File: src/rtl/core_dbus_bridge.sv
// core_dbus_bridge: converts the core data-memory request/ack handshake into a
// single-outstanding Wishbone-classic master cycle, with a bus timeout and
// error reporting through a one-cycle ack/err pulse back to the core.
module core_dbus_bridge #(
  parameter int RW      = 16,
  parameter int SEL_W   = 2,
  parameter int TIMEOUT = 255
) (
  input  logic             i_clk,
  input  logic             i_rst,
  input  logic             i_mem_req,
  input  logic             i_mem_we,
  input  logic [RW-1:0]    i_mem_addr,
  input  logic [RW-1:0]    i_mem_data,
  input  logic [SEL_W-1:0] i_mem_sel,
  input  logic             i_mem_long,
  input  logic [7:0]       i_mem_addr_high,
  output logic [RW-1:0]    o_mem_data,
  output logic             o_mem_ack,
  output logic             o_mem_err,
  output logic             wb_cyc,
  output logic             wb_stb,
  output logic             wb_we,
  output logic [23:0]      wb_adr,
  output logic [RW-1:0]    wb_dat_o,
  output logic [SEL_W-1:0] wb_sel,
  input  logic [RW-1:0]    wb_dat_i,
  input  logic             wb_ack,
  input  logic             wb_err
);

  typedef enum logic [1:0] {
    IDLE = 2'd0,
    BUS  = 2'd1,
    RESP = 2'd2
  } state_t;

  // Last counter value allowed in BUS before the access is forced to fail.
  localparam logic [7:0] CNT_LAST = 8'(TIMEOUT - 1);

  state_t     state;
  logic [7:0] cnt;

  // Request/bus FSM; every output is a register updated here.
  always_ff @(posedge i_clk) begin
    if (i_rst) begin
      state      <= IDLE;
      cnt        <= '0;
      wb_cyc     <= 1'b0;
      wb_stb     <= 1'b0;
      wb_we      <= 1'b0;
      wb_adr     <= '0;
      wb_dat_o   <= '0;
      wb_sel     <= '0;
      o_mem_ack  <= 1'b0;
      o_mem_err  <= 1'b0;
      o_mem_data <= '0;
    end else begin
      case (state)
        IDLE: begin
          o_mem_ack <= 1'b0;
          o_mem_err <= 1'b0;
          if (i_mem_req) begin
            wb_adr   <= i_mem_long ? {i_mem_addr_high, i_mem_addr[15:0]}
                                   : {8'h00, i_mem_addr[15:0]};
            wb_we    <= i_mem_we;
            wb_dat_o <= i_mem_data;
            wb_sel   <= i_mem_sel;
            wb_cyc   <= 1'b1;
            wb_stb   <= 1'b1;
            cnt      <= '0;
            state    <= BUS;
          end
        end
        BUS: begin
          // Error wins over a simultaneous ack; a timeout only fires when the
          // bus gave no response at all in the final allowed cycle.
          if (wb_err || (!wb_ack && cnt == CNT_LAST)) begin
            wb_cyc     <= 1'b0;
            wb_stb     <= 1'b0;
            o_mem_data <= '0;
            o_mem_ack  <= 1'b1;
            o_mem_err  <= 1'b1;
            state      <= RESP;
          end else if (wb_ack) begin
            wb_cyc     <= 1'b0;
            wb_stb     <= 1'b0;
            o_mem_data <= wb_we ? '0 : wb_dat_i;
            o_mem_ack  <= 1'b1;
            o_mem_err  <= 1'b0;
            state      <= RESP;
          end else begin
            cnt <= cnt + 8'd1;
          end
        end
        RESP: begin
          o_mem_ack <= 1'b0;
          o_mem_err <= 1'b0;
          state     <= IDLE;
        end
        default: begin
          state <= IDLE;
        end
      endcase
    end
  end

endmodule

File: config.mk
export PLATFORM = sky130hd
export DESIGN_NAME = core_dbus_bridge
export DESIGN_NICKNAME = d
export VERILOG_FILES = /design/src/rtl/core_dbus_bridge.sv
export SDC_FILE = /design/constraint.sdc
export NUM_CORES = 1
export LEC_CHECK = 0
export CAP_MARGIN = 20
export CORE_MARGIN = 2
export CORE_UTILIZATION = 45
export CTS_BUF_LIST = sky130_fd_sc_hd__clkbuf_8
export DETAILED_ROUTE_END_ITERATION = 12
export PLACE_DENSITY_LB_ADDON = 0.1
export SLEW_MARGIN = 20
export SYNTH_ARGS = -nofsm -noshare
export SYNTH_HDL_FRONTEND = slang
export SYNTH_SLANG_ARGS = --single-unit
File: constraint.sdc
create_clock -name i_clk -period 3.3 [get_ports i_clk]
set_input_delay 0.33 -clock i_clk [delete_from_list [all_inputs] [get_ports i_clk]]
set_output_delay 0.33 -clock i_clk [all_outputs]
set_load 0.05 [all_outputs]
**After elaboration in Yosys (flattened, before gate mapping)**

Cells that the tools add are included.

- Add/sub/neg operators: 1
- Equality and inequality tests: 7
- Muxes and demuxes: 21
- Reductions and logical operators: 14

Operators with widths:

| cell | number |
|---|---|
| two-way mux 16 bit | 3 |
| two-way mux 24 bit | 1 |
| two-way mux 8 bit | 3 |
| one-hot mux 8 bit (2 select lines) | 1 |
| adder 8 x 1 -> 8 bit, second input constant | 1 |
| == test 8 bit, second input constant | 1 |
| AND reduction 2 bit | 4 |
| two-way mux 1 bit | 6 |
| two-way mux 2 bit | 3 |
| != test 2 bit, second input constant | 3 |
| one-hot mux 1 bit (2 select lines) | 3 |
| nonzero test 2 bit | 3 |
| one-hot mux 2 bit (2 select lines) | 1 |
| AND reduction 4 bit | 1 |
| != test 3 bit, second input constant | 1 |
| AND reduction 3 bit | 1 |
| == test 2 x 1 -> 1 bit, second input constant | 1 |
| == test 2 bit, second input constant | 1 |
| zero test 2 bit | 1 |
| OR reduction 2 bit | 1 |
| logical AND 1 bit | 1 |
| zero test 1 bit | 1 |
| logical OR 1 bit | 1 |

- Bits in registers: 72

**Longest topological paths before layout**

- Word-level depth: 5
- Depth in mapped cells: 8
- Mapped depth without buffers: 6

**Worst setup path before layout**

OpenSTA, ideal clock, no wires.

- Path type: register to register
- Start point: register cnt[0]
- End point: register o_mem_data[1]
- Setup time: 0.060 ns
- Data arrival time: 1.839 ns
- Slack: 1.400 ns
- Stages on the path, launching flop included: 8
- Buffers on the path: 1
- Clock period less this slack: 1.900 ns
- Cell sequence: dfxtp_1 -> inv_1 -> ha_1 -> and4b_1 -> a211o_1 -> a31oi_2 -> buf_2 -> a22o_1

- Longest elaborated chain between the ends: 5

RTL lines:

| what | RTL line | RTL |
|---|---|---|
| from (decl) | 42 | `logic [7:0] cnt;` |
| from (signal assigned) | 93 | `cnt <= cnt + 8'd1;` |
| == test 8 bit * | 78 | `if (wb_err \|\| (!wb_ack && cnt == CNT_LAST)) begin` |
| logical AND 1 bit * | 78 |  |
| logical OR 1 bit * | 78 |  |
| nonzero test 2 bit (no line) | - |  |
| AND reduction 2 bit (no line) | - |  |
| to (signal assigned) | 88 | `o_mem_data <= wb_we ? '0 : wb_dat_i;` |
| to (decl) | 18 | `output logic [RW-1:0] o_mem_data,` |

Every way passes the cells marked *; elsewhere a longest branch is shown, timed or not.
A chain may end at the register's enable or synchronous reset.

**Worst setup path after layout**

- Start point: register cnt[0]
- End point: register o_mem_data[15]

Same word-level chain as after synthesis.

==> results_tabular.tex <==
\begin{tabular}{lr}
\hline
Metric & Value \\
\hline
\multicolumn{2}{l}{\textbf{CTS}} \\
\quad Clk pin slew, worst setup/hold paths & 70 ps \\
\quad Setup fix buffers added after clock tree synthesis & 0 \\
\quad Clk sinks & 72 \\
\quad Clk buf depth & 2 \\
\quad CTS tree & built \\
\quad Insertion delay to the later sink of the worst-skew pair & 330 ps \\
\quad Post-cts gate resize count & 0 \\
\quad Root buffer cell & clkbuf\_8 \\
\quad TritonCTS Buffers & 9 \\
\quad Total number of H-tree levels & 3 \\
\quad Hold-fix buffers at CTS & 0 \\
\multicolumn{2}{l}{\textbf{Place}} \\
\quad Half-perimeter wire length of the detailed placement result & 4950 µm \\
\quad Port Buffer Count & 127 \\
\quad Placer's final routability congestion estimate & 0.872 \\
\quad Area after DPL & 0.00392 mm² \\
\multicolumn{2}{l}{\textbf{Drt}} \\
\quad Overall via count from detail\_route & 2,513 \\
\quad DR WL/cell & 14.2 µm \\
\quad Remaining antenna violation count & 0 \\
\quad Starting DRT DRC Count & 81 \\
\quad Via density per instance & 5.06 \\
\quad Number of iterations in the first detailed-routing pass & 4 \\
\quad Total wire length & 7040 µm \\
\quad Post-detailed-route DRC marker count & 0 \\
\multicolumn{2}{l}{\textbf{STA}} \\
\quad Final setup violating endpoints & 0 \\
\quad Max-slew headroom at the worst pin & 46.0\% \\
\quad Achievable clock frequency & 436 MHz \\
\quad Post-Route Skew & 10.2 ps \\
\quad Final Hold Violating Endpoints & 0 \\
\quad Setup Total Neg Slack & 0 ps \\
\quad Final slew viol count & 0 \\
\quad Post-layout min period & 2290 ps \\
\quad Smallest hold slack & 451 ps \\
\quad Worst-Margin Slew & 807 ps \\
\quad Post-route clock period utilization & 69.4\% \\
\quad Unrepaired setup endpoints after global routing & false \\
\multicolumn{2}{l}{\textbf{Global routing}} \\
\quad Vias in the first global route & 2,381 \\
\quad Largest net degree at the start of global routing & 34 \\
\quad Antenna violations before repair & 0 \\
\quad Global route overflow & 0 \\
\quad Overall Global Routing Usage & 22.9\% \\
\quad First-pass GRT wire length & 11,400 µm \\
\multicolumn{2}{l}{\textbf{Yosys}} \\
\quad Warnings from Yosys & 0 \\
\quad Cell variety after synth & 36 \\
\quad Mean cell area of the mapped netlist & 8.66 µm² \\
\quad Cell taking the most area after synthesis & dfxtp\_1 \\
\quad Largest cells by area after synthesis & dfxtp\_1 (55\%), nand2\_1 (11\%), a21oi\_1 (9.5\%) \\
\quad Net Count, Synth & 370 \\
\quad Yosys reg bits & 72 \\
\quad Area share of the largest cell type after synthesis & 54.9\% \\
\quad Area of the mapped netlist & 0.00263 mm² \\
\quad Gate count after technology mapping & 303 \\
\quad Fraction of the yosys area taken by sequential cells & 54.9\% \\
\multicolumn{2}{l}{\textbf{Die}} \\
\quad Die Y-Extent & 80.4 µm \\
\quad Initial cell density of the core & 47.1\% \\
\quad Overall die width & 80.4 µm \\
\quad Row count & 27 \\
\quad Num ports & 128 \\
\quad Die outline area & 0.00646 mm² \\
\quad Std-Cell Core Area & 0.00557 mm² \\
\multicolumn{2}{l}{\textbf{Worst setup path}} \\
\quad Data arrival time of the worst path & 2560 ps \\
\quad Top cell family by delay on the critical path & compound AO/OA/AOI/OAI gates \\
\quad Reg2reg setup slack & 1010 ps \\
\quad Cell-by-cell trace of the critical path & inv\_1 -> ha\_1 -> and4b\_1 -> a211o\_1 -> a31oi\_2 -> a22o\_1 \\
\quad Reg2reg path depth & 6 \\
\quad Worst R2R Start & cnt[0] \\
\quad Worst Path Buf+Inv & 1 \\
\quad Reg-to-reg endpoint & o\_mem\_data[15] \\
\quad Data required time at the worst endpoint & 3570 ps \\
\quad Worst-path cell with the longest stage delay & a31oi\_2 \\
\quad Category of the critical setup timing path & flop to flop \\
\quad Startpoint type of the worst setup path & flop \\
\quad Sort of element at the end of the critical path & flop \\
\quad Stage delay of the slowest cell on the critical path & 700 ps \\
\quad Critical-path maximum fanout & 17 \\
\multicolumn{2}{l}{\textbf{Min path}} \\
\quad WHS Path Cells & 2 \\
\quad Hold crit path type & flop to flop \\
\quad Worst min-delay path endpoint & wb\_adr[21] \\
\quad Startpoint of the worst hold path & wb\_adr[21] \\
\multicolumn{2}{l}{\textbf{Final layout}} \\
\quad Fraction of final layout cells with drive strength greater than 1 & 5.65\% \\
\quad Fin nets & 488 \\
\quad Share of the core filled with cells & 73.3\% \\
\quad Count of inserted antenna diode cells & 0 \\
\quad Area overhead of the layout relative to synthesis & 55.6\% \\
\quad Design area & 0.00409 mm² \\
\multicolumn{2}{l}{\textbf{Power and ir drop}} \\
\quad Pwr dens & 469 mW/mm² \\
\quad Static leakage & 1.49 nW \\
\quad Worst VDD drop & 382 µV \\
\quad Total power of the final layout & 1.91 mW \\
\multicolumn{2}{l}{\textbf{Outcome}} \\
\quad Outcome & complete, no violations \\
\multicolumn{2}{l}{\textbf{Run}} \\
\quad Max-cap violations & 0 \\
\hline
\end{tabular}
kinds of logic (layout without fill, tap and decap cells):
| logic type | count (synthesis) | count (layout) | share of synthesized area (%) |
|---|---|---|---|
| adder cells (fa/ha/maj) | 2 | 2 | 0.953 |
| buffers and inverters | 28 | 150 | 4.58 |
| AO/OA/AOI/OAI | 79 | 79 | 18.4 |
| AND/OR/NAND/NOR | 122 | 122 | 21.2 |
| flip-flops | 72 | 72 | 54.9 |
per-layer routing:
layer | GRT usage (%) | vias to the layer above | wire, µm
met5 | 0 | - | 0
met2 | 35.8 | 88 | 3290
met4 | 9.15 | 0 | 91
met3 | 9.33 | 7 | 642
li1 | - | 1282 | -
met1 | 28.1 | 1136 | 3010
registers in the layout, summed over array words and instances, names as in the netlist, 2 cells and up:
register and cells:
wb_sel 2, state 2, wb_dat_o 16, wb_adr 24, cnt 8, o_mem_data 16
where the power goes:
part	internal, mW	switching (mW)	total, mW
Sequential	0.907	0.0212	0.928
Combinational	0.162	0.234	0.397
Clock	0.283	0.306	0.589
worst register-to-register path: cells and delay by family (launching register included):
| kind | cells | cell delay [ps] |
|---|---|---|
| and+or+nand+nor | 1 | 220 |
| DFF | 1 | 420 |
| buffers and inverters | 1 | 90 |
| AOI/OAI and AO/OA | 3 | 1290 |
| adders and majority gates | 1 | 210 |
layout by cell type, fill, tap and decap left out, drive strengths merged:
| master | instances |
|---|---|
| nand4 | 2 |
| nor4 | 1 |
| a22o | 16 |
| ha | 2 |
| and4 | 1 |
| or4 | 2 |
| o21ai | 2 |
| o211ai | 2 |
| a21oi | 50 |
| nand2 | 80 |
| and3b | 1 |
| nor2 | 3 |
| or2b | 1 |
| and4b | 2 |
| nor3b | 1 |
| clkinv | 3 |
| nand3 | 20 |
| or3 | 3 |
| or4b | 1 |
| inv | 6 |
| nor3 | 1 |
| nand2b | 1 |
| a211o | 1 |
| a21o | 1 |
| and2 | 2 |
| o21a | 1 |
| clkdlybuf4s50 | 126 |
| a31oi | 6 |
| clkbuf | 10 |
| dfxtp | 72 |
| buf | 5 |
stage by stage:
step           setup slack [ps]  cells
4_1_cts                    1020    497
2_1_floorplan              1400    303
3_5_place_dp                830    482
5_1_grt                     842    497
6_report                   1010    497
3_3_place_gp                891    482
worst max-delay path by stage:
stage                     startpoint             end  slack (ps)  cells past startpoint
after detailed placement      wb_ack  o_mem_data[11]         830                      5
after global routing          cnt[0]  o_mem_data[15]         840                      6
after CTS                     cnt[0]  o_mem_data[15]        1020                      6
after global placement        wb_ack   o_mem_data[5]         890                      5
after floorplan               cnt[0]   o_mem_data[1]        1400                      7
final                         cnt[0]  o_mem_data[15]        1010                      6
synthesized netlist by cell type:
master	n
a211o_1	1
a21o_1	1
a21oi_1	50
a22o_1	16
a31oi_1	5
a31oi_2	1
and2_1	2
and3b_1	1
and4_1	1
and4b_1	2
buf_1	3
buf_2	2
buf_4	1
buf_6	1
clkbuf_1	16
clkbuf_2	1
dfxtp_1	72
ha_1	2
inv_1	4
nand2_1	80
nand2b_1	1
nand3_1	20
nand4_1	2
nor2_1	3
nor3_1	1
nor3b_1	1
nor4_1	1
o211ai_1	2
o21a_1	1
o21ai_0	2
or2b_2	1
or3_1	1
or3_2	2
or4_1	1
or4_2	1
or4b_1	1
final cells by class:
class / instances / area [µm²]
Multi-Input combinational cell: 203 / 1070
Clock inverter: 5 / 26.3
Tap cell: 72 / 90.1
Sequential cell: 72 / 1440
Inverter: 4 / 15.0
Timing Repair Buffer: 131 / 1310
Clock buffer: 10 / 138
Fill cell: 444 / 1490
No activity file was read; power rests on OpenSTA's default activity.
